## src/rtl/keypad_decoder.sv

```systemverilog
// Keypad entry decoder for the alarm clock: ASCII digits feed a 4-digit BCD buffer, '*'/'#' load it.
// Optional macro KEYPAD_RANGE_CHECK_EN rejects loads whose buffer is not a legal HH:MM.
module keypad_decoder #(
   parameter int unsigned TIMEOUT_TICKS = 10
) (
   input  logic        clock,
   input  logic        reset_n,
   input  logic [7:0]  key_ascii,
   input  logic        key_valid,
   input  logic        one_second,
   input  logic        clear_buffer,
   output logic [3:0]  key,
   output logic [15:0] key_buffer,
   output logic        show_new_time,
   output logic        load_new_a,
   output logic        load_new_c,
   output logic        key_error
);

   // Handshake: key_valid is a one-cycle strobe with no ready; a key is consumed on the
   // edge that samples it and every response is visible on the registered outputs one cycle later.

   typedef enum logic {
      IDLE  = 1'b0,
      ENTRY = 1'b1
   } state_e;

   typedef enum logic [1:0] {
      K_DIGIT   = 2'd0,
      K_STAR    = 2'd1,
      K_HASH    = 2'd2,
      K_ILLEGAL = 2'd3
   } key_kind_e;

   localparam logic [3:0] TIMEOUT_VAL = 4'(TIMEOUT_TICKS);

   state_e      state_q, state_d;
   logic [3:0]  key_q, key_d;
   logic [15:0] buf_q, buf_d;
   logic [2:0]  count_q, count_d;
   logic [3:0]  timer_q, timer_d;
   logic        show_q, show_d;
   logic        load_a_q, load_a_d;
   logic        load_c_q, load_c_d;
   logic        error_q, error_d;

   key_kind_e   kind;
   logic [3:0]  digit;
   logic        count_full;
   logic        range_ok;
   logic        load_ok;
   logic [3:0]  timer_inc;
   logic        timeout;

   always_comb begin
      digit = key_ascii[3:0];
      if (key_ascii >= 8'h30 && key_ascii <= 8'h39) begin
         kind = K_DIGIT;
      end else if (key_ascii == 8'h2A) begin
         kind = K_STAR;
      end else if (key_ascii == 8'h23) begin
         kind = K_HASH;
      end else begin
         kind = K_ILLEGAL;
      end
   end

`ifdef KEYPAD_RANGE_CHECK_EN
   // Digits are always 0-9, so hours <= 23 reduces to tens < 2, or tens == 2 with units <= 3.
   assign range_ok = ((buf_q[15:12] < 4'd2) || (buf_q[15:12] == 4'd2 && buf_q[11:8] <= 4'd3))
                     && (buf_q[7:4] <= 4'd5);
`else
   assign range_ok = 1'b1;
`endif

   assign count_full = (count_q == 3'd4);
   assign load_ok    = (state_q == ENTRY) && count_full && range_ok;
   assign timer_inc  = timer_q + 4'd1;
   assign timeout    = (timer_inc == TIMEOUT_VAL);

   always_ff @(posedge clock or negedge reset_n) begin
      if (!reset_n) begin
         state_q  <= IDLE;
         key_q    <= 4'd0;
         buf_q    <= 16'h0000;
         count_q  <= 3'd0;
         timer_q  <= 4'd0;
         show_q   <= 1'b0;
         load_a_q <= 1'b0;
         load_c_q <= 1'b0;
         error_q  <= 1'b0;
      end else begin
         state_q  <= state_d;
         key_q    <= key_d;
         buf_q    <= buf_d;
         count_q  <= count_d;
         timer_q  <= timer_d;
         show_q   <= show_d;
         load_a_q <= load_a_d;
         load_c_q <= load_c_d;
         error_q  <= error_d;
      end
   end

   always_comb begin
      state_d = state_q;
      if (clear_buffer) begin
         state_d = IDLE;
      end else if (key_valid) begin
         case (state_q)
            IDLE: begin
               if (kind == K_DIGIT) state_d = ENTRY;
            end
            ENTRY: begin
               if ((kind == K_STAR || kind == K_HASH) && load_ok) state_d = IDLE;
            end
            default: state_d = IDLE;
         endcase
      end else if (one_second && state_q == ENTRY && timeout) begin
         state_d = IDLE;
      end
   end

   always_comb begin
      key_d    = key_q;
      buf_d    = buf_q;
      count_d  = count_q;
      timer_d  = timer_q;
      load_a_d = 1'b0;
      load_c_d = 1'b0;
      error_d  = 1'b0;
      if (clear_buffer) begin
         key_d   = 4'd0;
         buf_d   = 16'h0000;
         count_d = 3'd0;
         timer_d = 4'd0;
      end else if (key_valid) begin
         case (kind)
            K_DIGIT: begin
               buf_d   = {buf_q[11:0], digit};
               key_d   = digit;
               timer_d = 4'd0;
               if (state_q == IDLE) begin
                  count_d = 3'd1;
               end else if (!count_full) begin
                  count_d = count_q + 3'd1;
               end
            end
            K_STAR, K_HASH: begin
               if (load_ok) begin
                  load_a_d = (kind == K_STAR);
                  load_c_d = (kind == K_HASH);
               end else begin
                  error_d = 1'b1;
                  if (state_q == ENTRY) timer_d = 4'd0;
               end
            end
            default: begin
               error_d = 1'b1;
            end
         endcase
      end else if (one_second && state_q == ENTRY) begin
         if (timeout) begin
            key_d   = 4'd0;
            buf_d   = 16'h0000;
            count_d = 3'd0;
            timer_d = 4'd0;
         end else begin
            timer_d = timer_inc;
         end
      end
      show_d = (state_d == ENTRY);
   end

   assign key           = key_q;
   assign key_buffer    = buf_q;
   assign show_new_time = show_q;
   assign load_new_a    = load_a_q;
   assign load_new_c    = load_c_q;
   assign key_error     = error_q;

endmodule
```

## config.mk

```make
export PLATFORM = sky130hd
export DESIGN_NAME = keypad_decoder
export DESIGN_NICKNAME = d
export VERILOG_FILES = /design/src/rtl/keypad_decoder.sv
export SDC_FILE = /design/constraint.sdc
export NUM_CORES = 1
export LEC_CHECK = 0
export CAP_MARGIN = 20
export CELL_PAD_IN_SITES_DETAIL_PLACEMENT = 1
export CELL_PAD_IN_SITES_GLOBAL_PLACEMENT = 1
export CORE_MARGIN = 2
export CORE_UTILIZATION = 39
export CTS_CLUSTER_SIZE = 20
export DETAILED_ROUTE_END_ITERATION = 12
export PLACE_DENSITY_LB_ADDON = 0.05
export RECOVER_POWER = 50
export SYNTH_ARGS = -nofsm -noshare
export SYNTH_HDL_FRONTEND = slang
export SYNTH_SLANG_ARGS = --single-unit
```

## constraint.sdc

```tcl
create_clock -name clock -period 3.05 [get_ports clock]
set_input_delay 0.305 -clock clock [delete_from_list [all_inputs] [get_ports clock]]
set_output_delay 0.305 -clock clock [all_outputs]
set_load 0.005 [all_outputs]
```

After elaboration in Yosys (flattened, before gate mapping)
Index checks and enable logic that the tools add are counted.

Mux-type cells: 45. Div/mod/pow operators: 0. Add/sub/neg operators: 2. $lt $le $gt $ge: 2. Bitwise operators: 1. Multiply operators: 0. Equality and inequality tests: 11. Shift-type cells: 0. Reductions and logical operators: 14.

Operators with widths (count): 16-bit 2-to-1 mux (5); 4-bit 2-to-1 mux (11); 3-bit 2-to-1 mux (7); 1-bit 2-to-1 mux (17); 8-bit by 6-bit equality test with 1-bit output, second input constant (2); 4-bit inequality test, second input constant (3); 3-bit nonzero test (3); 8-bit by 6-bit greater-or-equal comparator with 1-bit output, second input constant (1); 8-bit by 6-bit less-or-equal comparator with 1-bit output, second input constant (1); 4-bit case mux with 2 select lines (1); 4-bit AND reduction (2); 1-bit logical AND (5); 4-bit by 1-bit adder with 4-bit output, second input constant (1); 4-bit equality test, second input constant (1); 2-bit 2-to-1 mux (2); 4-bit by 1-bit inequality test with 1-bit output, second input constant (1); 1-bit case mux with 2 select lines (2); 3-bit by 1-bit adder with 3-bit output, second input constant (1); 3-bit equality test, second input constant (1); 3-bit by 1-bit inequality test with 1-bit output, second input constant (1); 3-bit AND reduction (1); 2-bit by 1-bit equality test with 1-bit output, second input constant (1); 2-bit equality test, second input constant (1); 2-bit zero test (1); other kinds (3) (3).

Word-level logic and storage cells: 83. Flip-flop bits (word level): 31. Bits in writable memories: 0. Memory bits (read-only): 0. Memories kept: 0. Bits in latches: 0.

Longest topological paths before layout
Gate-level depths: netlist of the first run.

Word-level depth: 11. Gate-level depth with buffers: 10.

Worst setup path before layout of the first run
Ideal clock, no wire load.

Path type: in2reg. Start: in key_ascii[1]. End: reg key_q[0], in the netlist key[0]. Cell stages on the path: 10. Data arrival time: 1.951 ns. Setup time: 0.123 ns. Slack: 0.976 ns. Path buffers: 2. Data required time: 2.927 ns. Cell sequence: nand2b_1 > a21oi_1 > o21ai_0 > inv_1 > ha_1 > and2_1 > or3_1 > buf_6 > buf_6 > mux2i_1.

Word-level cells in the longest chain between the ends: 7. Elaborated cells between the ends (all ways): 11. Those cells by class: order compare: 2; eq/ne: 3; mux: 3; reduce/logical: 3.

RTL lines: from (decl) (line 8) `input logic [7:0] key_ascii,`; branches (longest 3 deep; another with 8-bit by 6-bit greater-or-equal comparator with 1-bit output); 2-bit 2-to-1 mux (*) (line 57) `if (key_ascii >= 8'h30 && key_ascii <= 8'h39) begin`; 2-bit zero test (*) (line 138) `case (kind)`; 3-bit by 1-bit inequality test with 1-bit output (no line) (*); 3-bit AND reduction (no line) (*); to (signal assigned) (line 94) `key_q <= key_d;`; to (decl) (line 38) `logic [3:0] key_q, key_d;`.

Every way passes the cells marked *. A chain may end at the register's enable or synchronous reset.

Worst setup path in the final report of the first run
Start: in key_ascii[1]. End: reg key_q[2], in the netlist key[2].

The elaborated chain is that of the path after synthesis.

==> results of run 1 <==
[worst max-delay path, stage by stage]
cell and delay (ns):
clkdlybuf4s50_1 0.51, nand2b_1 0.16, a21oi_1 0.07, o21ai_0 0.32, inv_1 0.14, ha_1 0.27, and2_1 0.18, or3_1 0.30
buf_4 0.23, mux2i_1 0.16
[sequential cells by signal, indices dropped and copies added, names as in the netlist]
signal	count
count_q	3
key	3
key_buffer	13
key_error	1
load_new_a	1
load_new_c	1
show_new_time	1
timer_q	4
[worst min path at each step]
stage	to	slack [ns]
floorplan	count_q[0]$_DFFE_PN0P_	0.009
global placement	key_buffer[15]$_DFFE_PN0P_	0.50
detailed placement	key_buffer[15]$_DFFE_PN0P_	0.52
CTS	key_buffer[11]$_DFFE_PN0P_	0.42
global route	key_buffer[12]$_DFFE_PN0P_	0.55
finish	key_buffer[15]$_DFFE_PN0P_	0.52
[stage by stage]
step | cells | instance area [µm²]
6_report | 244 | 1961
5_1_grt | 244 | 1961
4_1_cts | 244 | 1964
3_5_place_dp | 240 | 1918
3_3_place_gp | 240 | 1918
2_1_floorplan | 161 | 1531
[Yosys cell counts (2+ instances only)]
library cell	instances
a21boi_0	2
a21oi_1	6
a31oi_1	2
buf_4	4
buf_6	2
clkbuf_1	3
dfrtp_1	27
ha_1	9
inv_1	22
mux2i_1	16
nand2_1	23
nand2b_1	3
nand3_1	4
nand3b_1	2
nand4bb_1	2
nor2_1	6
nor2b_1	3
nor3_1	2
o21ai_0	6
o22ai_1	2
o31ai_1	2
or3_1	2
[kinds of logic (layout without fill, tap and decap cells)]
kind of cell	count (synthesis)	in the layout	share of synthesized area (%)
AOI/OAI and AO/OA	27	27	11.68
adders and majority gates	9	9	7.353
and+or+nand+nor	51	51	16.83
buffers and inverters	31	66	9.559
DFF	27	27	44.12
muxes	16	16	10.46
[layout make-up]
| type | instances | area (µm²) |
|---|---|---|
| clock inverter | 1 | 5.005 |
| multi-input combinational | 103 | 709.4 |
| fill | 450 | 1755 |
| tap | 48 | 60.06 |
| clock buffer | 3 | 41.29 |
| sequential | 27 | 675.6 |
| timing repair buffer | 40 | 386.6 |
| inverter | 22 | 82.58 |
[power breakdown]
group / internal (mW) / switching [mW] / leakage (nW)
clock: 0.0916 / 0.112 / 0.0255
sequential: 0.364 / 0.00590 / 0.373
combinational: 0.0472 / 0.0431 / 0.486
[cells in the final DEF, fill, tap and decap left out, types with 3 or more instances in the layout]
| cell type | count |
|---|---|
| a21oi_1 | 6 |
| dlygate4sd3_1 | 13 |
| nor2b_1 | 3 |
| buf_4 | 3 |
| nor2_1 | 6 |
| dfrtp_1 | 27 |
| clkbuf_8 | 3 |
| nand2_1 | 23 |
| o21ai_0 | 6 |
| inv_1 | 22 |
| nand3_1 | 4 |
| nand2b_1 | 3 |
| ha_1 | 9 |
| clkdlybuf4s50_1 | 23 |
| mux2i_1 | 16 |
[metal layers]
metal  global-route usage, %  vias to the layer above
li1                        -                      603
met1                   21.89                      605
met2                   28.25                       27
met3                   2.872                        6
met4                   5.102                        0
met5                       0                        -
==> flow_summary.toml, run 1 <==
[setup_path]
path_class = "in -> reg"
required_ns = 3.20
critPathArrivalTime_ns = 2.64
startpoint = "key_ascii[1]"
endpoint = "key[2]$_DFFE_PN0P_"
reg2reg_depth = 6
r2r_slack_ns = 0.95
worstPathMaxFanout = 19
worstSetupStartpointType = "input pin"
critical_path.endpoint_type = "flip-flop"
worstReg2RegEnd = "key[2]$_DFFE_PN0P_"
r2r-start = "timer_q[0]$_DFFE_PN0P_"

[timing]
fin_skew_ns = 0.001148
timing.slew.headroom_pct = 2.665
finalSetupViolCount = 0
worst_pin_slew_ns = 1.460
finalCriticalPeriod_ns = 2.493
timing.fmax_mhz = 401.1
finalHoldViolations = 0
setup_slack_ns = 0.5568
whs_ns = 0.5186
slew_violations = 0
setup_tns_ns = 0
rsz0062_at_grt = "no"
finalCritPeriodShare_pct = 81.75

[clock_network]
post_cts_resized = 0
tritoncts = "done"
holdBufCountCts = 0
path_clk_slew_ns = 0.09
root_buffer = "clkbuf_8"
htreeDepth = 1
clk_latency_ns = 0.27
cts_setup_buffers = 0
clock_sinks = 27
clock_path_buffers = 2
numCtsBuffers = 3

[floorplan]
die-area_um2 = 4444
io_pins = 37
die_w_um = 66.67
start_util_pct = 41.21
die_y_um = 66.67
core_um2 = 3716
fp-row-count = 22

[worst_hold_path]
hp-start = "key_buffer[15]$_DFFE_PN0P_"
hold_depth = 2
hold_path.class = "reg -> reg"

[pwr]
power_density_nw_per_um2 = 338.7
ir_worst_vdd_v = 0.0001515
p_leak_nw = 0.8846
total_power_mw = 0.6640

[logic_synthesis]
yosysSeqAreaShare_pct = 44.12
synth_top_area_share_pct = 44.12
yosysWarnings = 0
syn_inst = 161
async_flop_share_pct = 100.0
syn_area_um2 = 1531
synth_edf_count = 0
synthTopCellsByArea = "dfrtp_1 (44%), mux2i_1 (10%), ha_1 (7.4%)"
yosysUniqueCellTypes = 33
synth_top_area_cell = "dfrtp_1"
avgSynthCellArea_um2 = 9.512
syn_nets = 183
synth_ff_type = "dfrtp_1"
synth_seq_cells = 27

[cells_and_area]
n_antenna_cell = 0
nets = 219
area_growth_pct = 28.02
fin_util_pct = 52.76
drive_gt1_share_pct = 4.082

[placement]
portBuffers = 36
gp_congestion = 0.7397
pre_cts_slack_ns = 0.2482
hpwl_um = 2558

[drt]
drcViolationCount = 0
num_vias = 1241
highest_layer = "met4"
routedWlPerCell_um = 13.50
ant_nets = 0
routed_wl_um = 3294
met2_length_um = 1618
drt_iter0_drc = 22
vias_per_cell = 5.086
wl_met1_um = 1527
firstDrtPassIters = 4
met3_length_um = 108

[global_route]
groute.usage.overall_pct = 16.77
antenna_found_initial = 0
grt_first_pass_wirelength_um = 5720
grt_start_max_net_pins = 28
grt_pass1_vias = 1290
gr-total-overflow = 0

[outcome]
status = "completed"

[job]
cap_violations = 0
Note: power is estimated with default switching activity, not from simulation.
==> run 2: changes to the inputs <==
Settings changed: CORE_UTILIZATION 39 to 33.
Clock period 3.05 ns to 2.11 ns, I/O delays scaled along.
==> run 2 against run 1 <==
Compared with the run above:
- the run now ends with max-capacitance violations, max-slew violations left
- via count is 3.4% higher
- core utilization is 4.7 points lower
- first-iteration DRC count is 110% higher
- worst setup slack worse by 0.41 ns
- clock skew is 0.0059 ns higher
- die area is 17% higher
- cell area is 8.3% higher
- critical endpoint is now key_buffer[11]$_DFFE_PN0P_
- largest cell class unchanged
- largest power group unchanged
==> flow_summary.toml, run 2 (synthesis gave the netlist of run 1 again) <==
[global_route]
met3_usage_pct = 1.667
grt_pass1_vias = 1276
met2_usage_pct = 25.79
grt_start_max_net_pins = 28
groute.usage.overall_pct = 15.10
gr-total-overflow = 0
top_usage_layer = "met2"
use_met1_pct = 20.70
grt_first_pass_wirelength_um = 6161
antenna_found_initial = 0

[pwr]
power_density_nw_per_um2 = 462.3
p_leak_nw = 0.9814
ir_worst_vdd_v = 0.0002686

[setup_path]
crit_chain = "ha_1 -> nand4bb_1 -> a211oi_2 -> or3_4 -> buf_12 -> mux2i_2"
critPathArrivalTime_ns = 2.15
critical_path.endpoint_type = "flip-flop"
worstSetupStartpointType = "flip-flop"
crit_buf_inv = 1
required_ns = 2.30
worstPathMaxFanout = 19
crit_family = "flip-flops"
cpMaxStageDelayCell = "dfrtp_1"
path_class = "reg -> reg"
max_stage_delay_ns = 0.46
startpoint = "timer_q[0]$_DFFE_PN0P_"
r2r_slack_ns = 0.15
r2r-start = "timer_q[0]$_DFFE_PN0P_"

[floorplan]
start_util_pct = 34.69
fp-row-count = 24
die_y_um = 72.13
io_pins = 37
core_um2 = 4414
die_w_um = 72.13
die-area_um2 = 5202

[cells_and_area]
largest_reg_flops = 13
fin_util_pct = 48.10
layout_commonest_cell = "dfrtp_1"
area_growth_pct = 38.64
layout_common_cells = "dfrtp_1 (27), nand2_1 (23), inv_1 (22)"
finalNonFillerCells = 259
drive_gt1_share_pct = 13.53
fillerInstances = 506
n_antenna_cell = 0
nets = 230

[timing]
slew_violations = 27
finalSetupViolCount = 0
fin_skew_ns = 0.007000
finalCriticalPeriod_ns = 1.960
timing.fmax_mhz = 510.1
rsz0062_at_grt = "no"
timing.slew.headroom_pct = -0.3453
setup_tns_ns = 0
finalHoldViolations = 0
finalCritPeriodShare_pct = 92.91
worst_pin_slew_ns = 1.505

[worst_hold_path]
hp-start = "key_ascii[0]"
hold_path.class = "in -> reg"

[placement]
dp_cells = 253
portBuffers = 36
hpwl_um = 2908
gp_congestion = 0.7524

[clock_network]
clock_sinks = 27
clock_path_buffers = 2
htreeDepth = 1
root_buffer = "clkbuf_8"
path_clk_slew_ns = 0.10
numCtsBuffers = 3
clk_latency_ns = 0.27
tritoncts = "done"

[outcome]
status = "finished with violations"
violations = "max-capacitance violations, max-slew violations"

[drt]
firstDrtPassIters = 4
ant_nets = 0
num_vias = 1283
routed_wl_um = 3743
drt_iter0_drc = 47
drcViolationCount = 0
vias_per_cell = 4.954
routedWlPerCell_um = 14.45

[job]
cap_violations = 1
[run 2: changes by cell type in the layout (fill, tap and decap cells not counted), sizes merged]
| cell | delta |
|---|---|
| clkdlybuf4s50 | -3 |
| buf | +11 |
| dlymetal6s2s | +4 |
| dlygate4sd3 | -1 |
[run 2: layer usage]
metal | vias up | part of all wire [%]
li1 | 627 | -
met1 | 631 | 44
met2 | 21 | 53
met3 | 4 | 2.8
met4 | 0 | 0.85
met5 | - | 0
[run 2: final cells by class]
| cell class | instances | area, µm² | share of cell area, % |
|---|---|---|---|
| flip-flops and latches | 27 | 675.6 | 31.82 |
| clock inverters | 1 | 5.005 | 0.2357 |
| inverters | 22 | 82.58 | 3.889 |
| multi-input cells | 103 | 762.0 | 35.89 |
| repair buffers | 51 | 491.7 | 23.16 |
| well taps | 52 | 65.06 | 3.064 |
| clock buffers | 3 | 41.29 | 1.945 |
[run 2: worst paths after layout]
check                                        endpoint  cells after the start
min reg2reg                key_buffer[13]$_DFFE_PN0P_                      2
max in group asynchronous   key_buffer[6]$_DFFE_PN0P_                      2
max reg2reg                key_buffer[11]$_DFFE_PN0P_                      6
min in group asynchronous  key_buffer[10]$_DFFE_PN0P_                      2
min                                key[0]$_DFFE_PN0P_                      3
max                        key_buffer[11]$_DFFE_PN0P_                      6
[run 2: per-stage QoR]
stage	hold WS (ns)	instance area, µm²	power [mW]	setup slack [ns]
floorplan	-0.08459	1531	0.6051	0.1298
global placement	0.5039	2003	0.6904	-0.2858
detailed placement	0.5161	2003	0.6952	-0.3686
CTS	0.3263	2093	0.9992	0.006196
global route	0.2654	2123	1.040	0.01952
finish	0.2438	2123	0.9816	0.1497
[run 2: tightest hold or removal path: stages]
cell            delay [ns]
dlymetal6s2s_1        0.15
nand2_1               0.07
mux2i_1               0.06
[run 2: repair_timing]
item / 4_1_cts / 5_1_grt
gates resized for setup: 9 / 8
pin swaps: 1 / 4
setup endpoints to repair: 15 / 23
setup buffers: 1 / 1
hold buffers: 0 / 0
[run 2: power breakdown]
| part | switching (mW) | total (mW) | internal, mW |
|---|---|---|---|
| clock | 0.163 | 0.295 | 0.132 |
| sequential | 0.00844 | 0.535 | 0.527 |
| combinational | 0.0700 | 0.152 | 0.0816 |
| total | 0.241 | 0.982 | 0.741 |
==> run 3: changes to the inputs <==
Settings changed: ABC_AREA from default to 1, CORE_UTILIZATION 33 to 32, GPL_ROUTABILITY_DRIVEN from default to 0.
==> run 3 against run 2 <==
Compared with the run above:
- first-iteration DRC count rose by 72%
- clock power up 6%
- synthesized area down 1.6%
- core utilization decreased by 1.9 points
- the run now ends clean
- clock skew down 0.0015 ns
==> flow_summary.toml, run 3 <==
[timing]
finalHoldViolations = 0
fin_skew_ns = 0.005545
finalCritPeriodShare_pct = 92.24
finalSetupViolCount = 0
timing.slew.headroom_pct = 1.304
timing.fmax_mhz = 513.8
rsz0062_at_grt = "no"
worst_pin_slew_ns = 1.480
slew_violations = 0
finalCriticalPeriod_ns = 1.946
setup_slack_ns = 0.1637

[pwr]
power_frac_seq_pct = 54.5
total_power_mw = 0.9786
ir_worst_vdd_v = 0.0002185
power_density_nw_per_um2 = 476.3
p_int_mw = 0.7127
p_leak_nw = 1.037
power_switching_mw = 0.2659
p_comb_share_pct = 13.5
switching_share_pct = 27.18
pwr-share-clk_pct = 32.1

[clock_network]
numCtsBuffers = 3
path_clk_slew_ns = 0.10
tritoncts = "done"
clk_latency_ns = 0.28
htreeDepth = 1
clock_sinks = 27
holdBufCountCts = 0
root_buffer = "clkbuf_8"
clock_path_buffers = 2

[cells_and_area]
layout_commonest_cell = "nand2_1"
area_growth_pct = 36.27
fillerInstances = 554
finalNonFillerCells = 282
nets = 253
n_antenna_cell = 0
layout_common_cells = "nand2_1 (57), dfrtp_1 (27), clkdlybuf4s50_1 (23)"
largest_reg_flops = 13
drive_gt1_share_pct = 13.48

[drt]
drcViolationCount = 0
vias_per_cell = 4.940
routedWlPerCell_um = 13.26
ant_nets = 0
drt_iter0_drc = 81
num_vias = 1393
routed_wl_um = 3740
firstDrtPassIters = 4

[logic_synthesis]
syn_inst = 185
yosysUniqueCellTypes = 26
ys_top_cells_by_count = "nand2_1 (58), dfrtp_1 (27), nand4_1 (20)"
synth_top_area_cell = "dfrtp_1"
synth_seq_cells = 27
yosysMostFrequentCell = "nand2_1"
synth_top_area_share_pct = 44.81
syn_nets = 207
async_flop_share_pct = 100.0
yosysWarnings = 0
synth_edf_count = 0
synthTopCellsByArea = "dfrtp_1 (45%), nand2_1 (14%), nand4_1 (8.3%)"
syn_area_um2 = 1508
synth_ff_type = "dfrtp_1"
avgSynthCellArea_um2 = 8.150
yosysSeqAreaShare_pct = 44.81

[setup_path]
worstPathMaxFanout = 7
critPathArrivalTime_ns = 2.10
startpoint = "key_ascii[1]"
required_ns = 2.27
critical_path.endpoint_type = "flip-flop"
path_class = "in -> reg"
reg2reg_depth = 9
endpoint = "timer_q[0]$_DFFE_PN0P_"
worstReg2RegEnd = "key_buffer[12]$_DFFE_PN0P_"
r2r_slack_ns = 0.47
worstSetupStartpointType = "input pin"
r2r-start = "timer_q[0]$_DFFE_PN0P_"

[outcome]
status = "completed"

[global_route]
grt_first_pass_wirelength_um = 6534
grt_start_max_net_pins = 28
grt_pass1_vias = 1362
gr-total-overflow = 0
antenna_found_initial = 0
groute.usage.overall_pct = 15.60

[placement]
dp_cells = 278
portBuffers = 36
hpwl_um = 2823
pre_cts_slack_ns = -0.3890

[worst_hold_path]
hold_path.class = "reg -> reg"

[floorplan]
core_um2 = 4444
die-area_um2 = 5277
die_w_um = 72.64
fp-row-count = 24
io_pins = 37
start_util_pct = 33.92
die_y_um = 72.64

[job]
cap_violations = 0
==> run 3: cell types whose count changed in the layout (fill, tap and decap cells not counted), moves of 3 or more <==
cell	change
nand4_1	+20
dlymetal6s2s_1	-4
clkdlybuf4s50_1	+3
nand2b_1	-3
nand3_1	+4
mux2i_1	-15
nor2_1	+8
nand2_1	+34
inv_1	-4
nor2b_1	-3
a21oi_1	-5
==> run 3: cell type report <==
| type | count | area (µm²) | share of cell area [%] |
|---|---|---|---|
| inverters | 20 | 75.07 | 3.654 |
| clock buffers | 3 | 41.29 | 2.010 |
| flip-flops and latches | 27 | 675.6 | 32.89 |
| well taps | 52 | 65.06 | 3.167 |
| repair buffers | 51 | 469.2 | 22.84 |
| multi-input cells | 128 | 720.7 | 35.08 |
| clock inverters | 1 | 7.507 | 0.3654 |
==> run 3: how the worst min path moves through the flow <==
stage / from / to / depth (start not counted) / slack, ns
2_1_floorplan: reset_n / count_q[0]$_DFFE_PN0P_ / 0 / -0.08
3_3_place_gp: key_buffer[13]$_DFFE_PN0P_ / key_buffer[13]$_DFFE_PN0P_ / 2 / 0.45
3_5_place_dp: key_buffer[13]$_DFFE_PN0P_ / key_buffer[13]$_DFFE_PN0P_ / 2 / 0.46
4_1_cts: reset_n / key_buffer[8]$_DFFE_PN0P_ / 2 / 0.31
5_1_grt: key_buffer[15]$_DFFE_PN0P_ / key_buffer[15]$_DFFE_PN0P_ / 2 / 0.50
6_report: key_buffer[15]$_DFFE_PN0P_ / key_buffer[15]$_DFFE_PN0P_ / 2 / 0.47
==> run 3: repair_timing <==
action / in CTS / in global routing
setup buffers: 0 / 0
gates resized for setup: 3 / 6
setup endpoints to repair: 4 / 4
gates cloned: 0 / 0
==> run 3: power by group through the flow <==
stage / registers, mW / logic (mW) / clock network, mW
finish: 0.533 / 0.132 / 0.314
CTS: 0.533 / 0.133 / 0.327
global placement: 0.543 / 0.126 / 0
global route: 0.535 / 0.148 / 0.347
detailed placement: 0.543 / 0.131 / 0
floorplan: 0.541 / 0.0649 / 0
==> run 3: cells by family (layout without fill, tap and decap cells) <==
logic type	count (synthesis)	in the layout	synth area share [%]
compound gates	10	10	4.399
xor+xnor	1	1	0.5810
fa+ha+maj	9	9	7.469
buf+inv	30	75	9.045
flops	27	27	44.81
simple gates	108	108	33.69
==> run 3: per-stage QoR <==
stage / TNS (ns) / hold WS, ns / cell area (µm²) / utilization (%)
after floorplan: 0 / -0.08459 / 1508 / -
after global placement: -3.360 / 0.4527 / 1984 / 44.65
after detailed placement: -5.146 / 0.4582 / 1984 / 44.65
after CTS: 0 / 0.3142 / 2038 / 45.86
after global routing: 0 / 0.5027 / 2054 / 46.23
final: 0 / 0.4732 / 2054 / 46.23
==> run 3: layer usage <==
metal  part of all wire, %  vias up  GRT usage [%]
met5                     0        -              0
met4                  0.67        0          3.704
met3                   4.3        2          2.486
met2                    47       31          25.86
met1                    48      671          21.39
li1                      -      689              -
==> run 3: critical path: stages <==
cell and delay [ns]:
clkdlybuf4s50_1 0.51, inv_1 0.06, nor2_1 0.13, nand3_1 0.11, o21ai_2 0.15, inv_1 0.08
ha_1 0.33, nor2_1 0.06, o21ai_2 0.18, nand3_4 0.12, nand2_1 0.08, o21ai_0 0.08
==> edit 1, RTL diff (flow settings as in run 1) <==
Add a define of `KEYPAD_RANGE_CHECK_EN`.
--- a/src/rtl/keypad_decoder.sv
+++ b/src/rtl/keypad_decoder.sv
@@ -1,4 +1,6 @@
 // Keypad entry decoder for the alarm clock: ASCII digits feed a 4-digit BCD buffer, '*'/'#' load it.
 // Optional macro KEYPAD_RANGE_CHECK_EN rejects loads whose buffer is not a legal HH:MM.
+`define KEYPAD_RANGE_CHECK_EN
+
 module keypad_decoder #(
    parameter int unsigned TIMEOUT_TICKS = 10
Check against the original RTL: not equivalent (a bounded check fails within 10 cycles, from zero or initial values and one cycle with reset_n low).
==> edit 1 against run 1 <==
The flow now finishes with violations (max-capacitance violations, max-slew violations); hold slack better by 0.0030 ns; design area down 3.2%; maximum frequency decreased by 7.2%; power is 5.3% lower; die area decreased by 3.8%; worst setup slack lost 0.19 ns; sequential cell count unchanged; synthesized area is 4.1% lower; global-route usage grew 1.7 points; core utilization down 0.52 points; count of clock-buffer cells in the layout stayed put; wire length rose by 8.5%.
==> edit 1: results <==
{
  "routedWlPerCell_um": 16.3,
  "via_count": 1198,
  "syn_nets": 159,
  "avgSynthCellArea_um2": 10.6,
  "status": "complete, but fails checks",
  "ys_seq_area_share_pct": 46.0,
  "final_nets": 194,
  "portBuffers": 36,
  "fin_crit_sh_pct": 88.1,
  "cts_hold_buf": 0,
  "clkSlewWorstSetupHoldPaths_ns": 0.10,
  "finClkSkew_ns": 0.00362,
  "whs_ns": 0.522,
  "grt_max_degree": 28,
  "drive_gt1_share_pct": 8.72,
  "gr-usage-met3_pct": 1.54,
  "post-dp-hpwl_um": 2690,
  "synth_mux_area_share_pct": 0,
  "grt_use_total_pct": 18.4,
  "numCtsBuffers": 3,
  "r2r_end": "key_buffer[7]",
  "holdCritStartpoint": "key_buffer[4]",
  "wl_met3_um": 91,
  "dr.first_iter.drc_count": 56,
  "gr-usage-met2_pct": 32.5,
  "met1_usage_pct": 23.7,
  "first_pass_iters": 4,
  "dpl.cell_count": 216,
  "synth_cell_types": 41,
  "hold_depth": 1,
  "wl_met1_um": 1680,
  "failed_checks": "max-capacitance violations, max-slew violations",
  "yosys-top-cells-count": "dfrtp_1, a22o_1",
  "met2_wirelength_um": 1760,
  "crit_arrival_ns": 2.84,
  "min_to": "key_buffer[8]",
  "cts_buffer_depth": 2,
  "grt_pass1_wl_um": 6110,
  "synth_fa_ha_area_share_pct": 6.81,
  "fill_cells": 425,
  "grt_pass1_vias": 1305,
  "fin_cells": 220,
  "synth_area_leaders": "dfrtp_1, a22o_1, ha_1, buf_4, a21oi_1",
  "synth-compound-area-share_pct": 23.3,
  "synthArstFlopShare_pct": 100,
  "ys.flop_type": "dfrtp_1",
  "worst_skew_pair.late_latency_ns": 0.28,
  "leakage_nw": 0.841,
  "peakVddDrop_v": 0.000131,
  "setup.worst_path.end": "timer_q[1]",
  "htree_levels": 1,
  "cp_max_fo": 6,
  "reg2reg_slack_ns": 0.86,
  "maxSlewViolCount": 28,
  "timing.slew.headroom_pct": -1.54,
  "maxCapViolCount": 1,
  "gp_congestion": 0.770,
  "cp_top_family": "compound AO/OA/AOI/OAI gates",
  "pre_cts_slack_ns": 0.0629
}
[edit 1: cell types whose count changed after synthesis, moves of 3 or more]
cell      delta
mux2i_1     -16
clkbuf_1     -3
a22o_1      +14
nand2_1     -17
inv_1       -14
[edit 1: per-stage QoR]
step                      utilization, %  cell area (um^2)
after floorplan                        -              1470
after global placement              51.0              1850
after global routing                52.2              1900
after detailed placement            51.0              1850
after CTS                           52.3              1900
final                               52.2              1900
[edit 1: logic make-up (layout without fill, tap and decap cells)]
logic type	after synthesis	count (layout)
compound gates	43	43
simple gates	43	43
flops	27	27
buf+inv	17	51
fa+ha+maj	8	8
[edit 1: area by class of cell]
class                      instances  share of cell area [%]
inverter                           8                    1.58
tap                               48                    3.16
sequential                        27                    35.6
timing repair buffer              39                    20.0
clock buffer                       3                    2.18
clock inverter                     1                   0.396
multi-input combinational         94                    37.1
[edit 1: report_power, final]
group          switching [W]  internal [W]
clock               0.000119     0.0000929
sequential        0.00000123      0.000360
combinational      0.0000301     0.0000257
total               0.000150      0.000478
==> edit 2, RTL diff (config.mk and constraints of run 1) <==
Without the edit above. Register the output `key_buffer` once more, with the module's reset; this adds one clock of latency there. The other outputs are not delayed to match.
--- a/src/rtl/keypad_decoder.sv
+++ b/src/rtl/keypad_decoder.sv
@@ -174,5 +174,11 @@
 
    assign key           = key_q;
-   assign key_buffer    = buf_q;
+   always_ff @(posedge clock or negedge reset_n) begin
+      if (!reset_n) begin
+         key_buffer <= '0;
+      end else begin
+         key_buffer <= buf_q;
+      end
+   end
    assign show_new_time = show_q;
    assign load_new_a    = load_a_q;
Function: changed (a bounded check fails within 4 cycles, from zero or initial values and one cycle with reset_n low).
==> edit 2 against run 1 <==
The flow now finishes with violations (max-capacitance violations, max-slew violations); register-to-register slack improved by 0.17 ns; power is 55% higher; worst setup slack better by 0.10 ns; synthesized area up 28%; via count increased by 15%; critical path depth unchanged; design area rose by 24%; wire length grew 25%; sequential cell count rose by 16; critical endpoint is now buf_q[9]; largest power group unchanged; highest routed layer unchanged.
==> edit 2: results <==
{
  "final_nets": 238,
  "finClkSkew_ns": 0.00742,
  "synthArstFlopShare_pct": 100,
  "grt_use_total_pct": 16.3,
  "synth_mux_area_share_pct": 8.15,
  "failed_checks": "max-capacitance violations, max-slew violations",
  "grt_pass1_vias": 1474,
  "hp-class": "reg2reg",
  "synth-compound-area-share_pct": 11.3,
  "tightest_slew_ns": 2.27,
  "numCtsBuffers": 5,
  "yosys-top-cells-count": "dfrtp_1, inv_1, nand2_1, mux2i_1, ha_1",
  "gr-usage-met3_pct": 4.28,
  "syn_nets": 201,
  "routedWlPerCell_um": 14.5,
  "post-dp-hpwl_um": 2980,
  "grt_max_degree": 44,
  "drive_gt1_share_pct": 6.45,
  "ys_seq_area_share_pct": 54.7,
  "synth_area_leaders": "dfrtp_1, mux2i_1, ha_1, inv_1, nand2_1",
  "fill_cells": 539,
  "maxCapViolCount": 1,
  "met1_usage_pct": 20.5,
  "antenna_found_initial": 0,
  "htree_levels": 2,
  "gp_congestion": 0.784,
  "yosysWarnings": 0,
  "gr-usage-met2_pct": 26.8,
  "synth_fa_ha_area_share_pct": 5.73,
  "via_count": 1428,
  "synth_cell_types": 37,
  "dr.first_iter.drc_count": 48,
  "fin_cells": 284,
  "cp_max_fo": 18,
  "worst_skew_pair.late_latency_ns": 0.29,
  "maxSlewViolCount": 44,
  "crit_arrival_ns": 2.55,
  "status": "complete, but fails checks",
  "cts_buffer_depth": 2,
  "leakage_nw": 1.11,
  "cts-root-buf": "clkbuf_8",
  "grt_pass1_wl_um": 6870,
  "clkSlewWorstSetupHoldPaths_ns": 0.08,
  "peakVddDrop_v": 0.000203,
  "syn_inst": 179
}
[edit 2: cell count changes after synthesis, sizes merged, moves of 3 or more]
cell / change
dfrtp: +16
and3: +3
nand4: +3
o211ai: +3
[edit 2: worst paths after layout]
kind	start	endpoint	slack (ns)	depth (start not counted)
setup / recovery	key_ascii[1]	buf_q[9]	0.66	10
setup reg to reg	timer_q[0]	buf_q[9]	1.12	7
hold / removal	buf_q[12]	key_buffer[12]	0.39	0
hold reg to reg	buf_q[12]	key_buffer[12]	0.39	0
max in group asynchronous	reset_n	buf_q[9]	1.07	1
min in group asynchronous	reset_n	buf_q[14]	0.67	1
[edit 2: power breakdown]
part | internal [W] | total, W | switching, W
registers | 0.000581 | 0.000589 | 0.00000746
logic | 0.0000456 | 0.0000911 | 0.0000455
clock network | 0.000160 | 0.000351 | 0.000191
[edit 2: final cells by class]
type                       instances  share of cell area (%)
sequential                        43                    44.1
multi-input combinational        104                    29.9
timing repair buffer              39                    15.5
inverter                          23                    3.54
tap                               67                    3.44
clock buffer                       6                    2.98
clock inverter                     2                   0.513
[edit 2: per-stage QoR]
step / utilization (%) / cell area [um^2] / total power (W) / setup slack, ns
after floorplan: - / 1970 / 0.000640 / 1.07
after global placement: 49.2 / 2350 / 0.000691 / 0.423
after detailed placement: 49.2 / 2350 / 0.000694 / 0.329
after CTS: 51.0 / 2440 / 0.00105 / 0.644
after global routing: 50.9 / 2440 / 0.00108 / 0.485
final: 50.9 / 2440 / 0.00103 / 0.661
[edit 2: worst max-delay path, stage by stage]
cell             delay [ns]
clkdlybuf4s50_1        0.53
nand2b_1               0.14
a21oi_1                0.06
o21ai_0                0.29
inv_1                  0.15
ha_1                   0.25
a21o_1                 0.20
or2_1                  0.22
buf_4                  0.24
mux2i_1                0.16
[edit 2: kinds of logic after synthesis]
family | Yosys count
adders and majority gates | 9
muxes | 16
buffers and inverters | 32
AOI/OAI and AO/OA | 32
and+or+nand+nor | 47
DFF | 43
[edit 2: metal layers]
metal | vias to the layer above | part of all wire (%) | wire [um]
li1 | 670 | - | -
met1 | 720 | 45 | 1860
met2 | 30 | 48 | 1990
met3 | 8 | 4.4 | 180
met4 | 0 | 2.0 | 82
met5 | - | 0 | 0
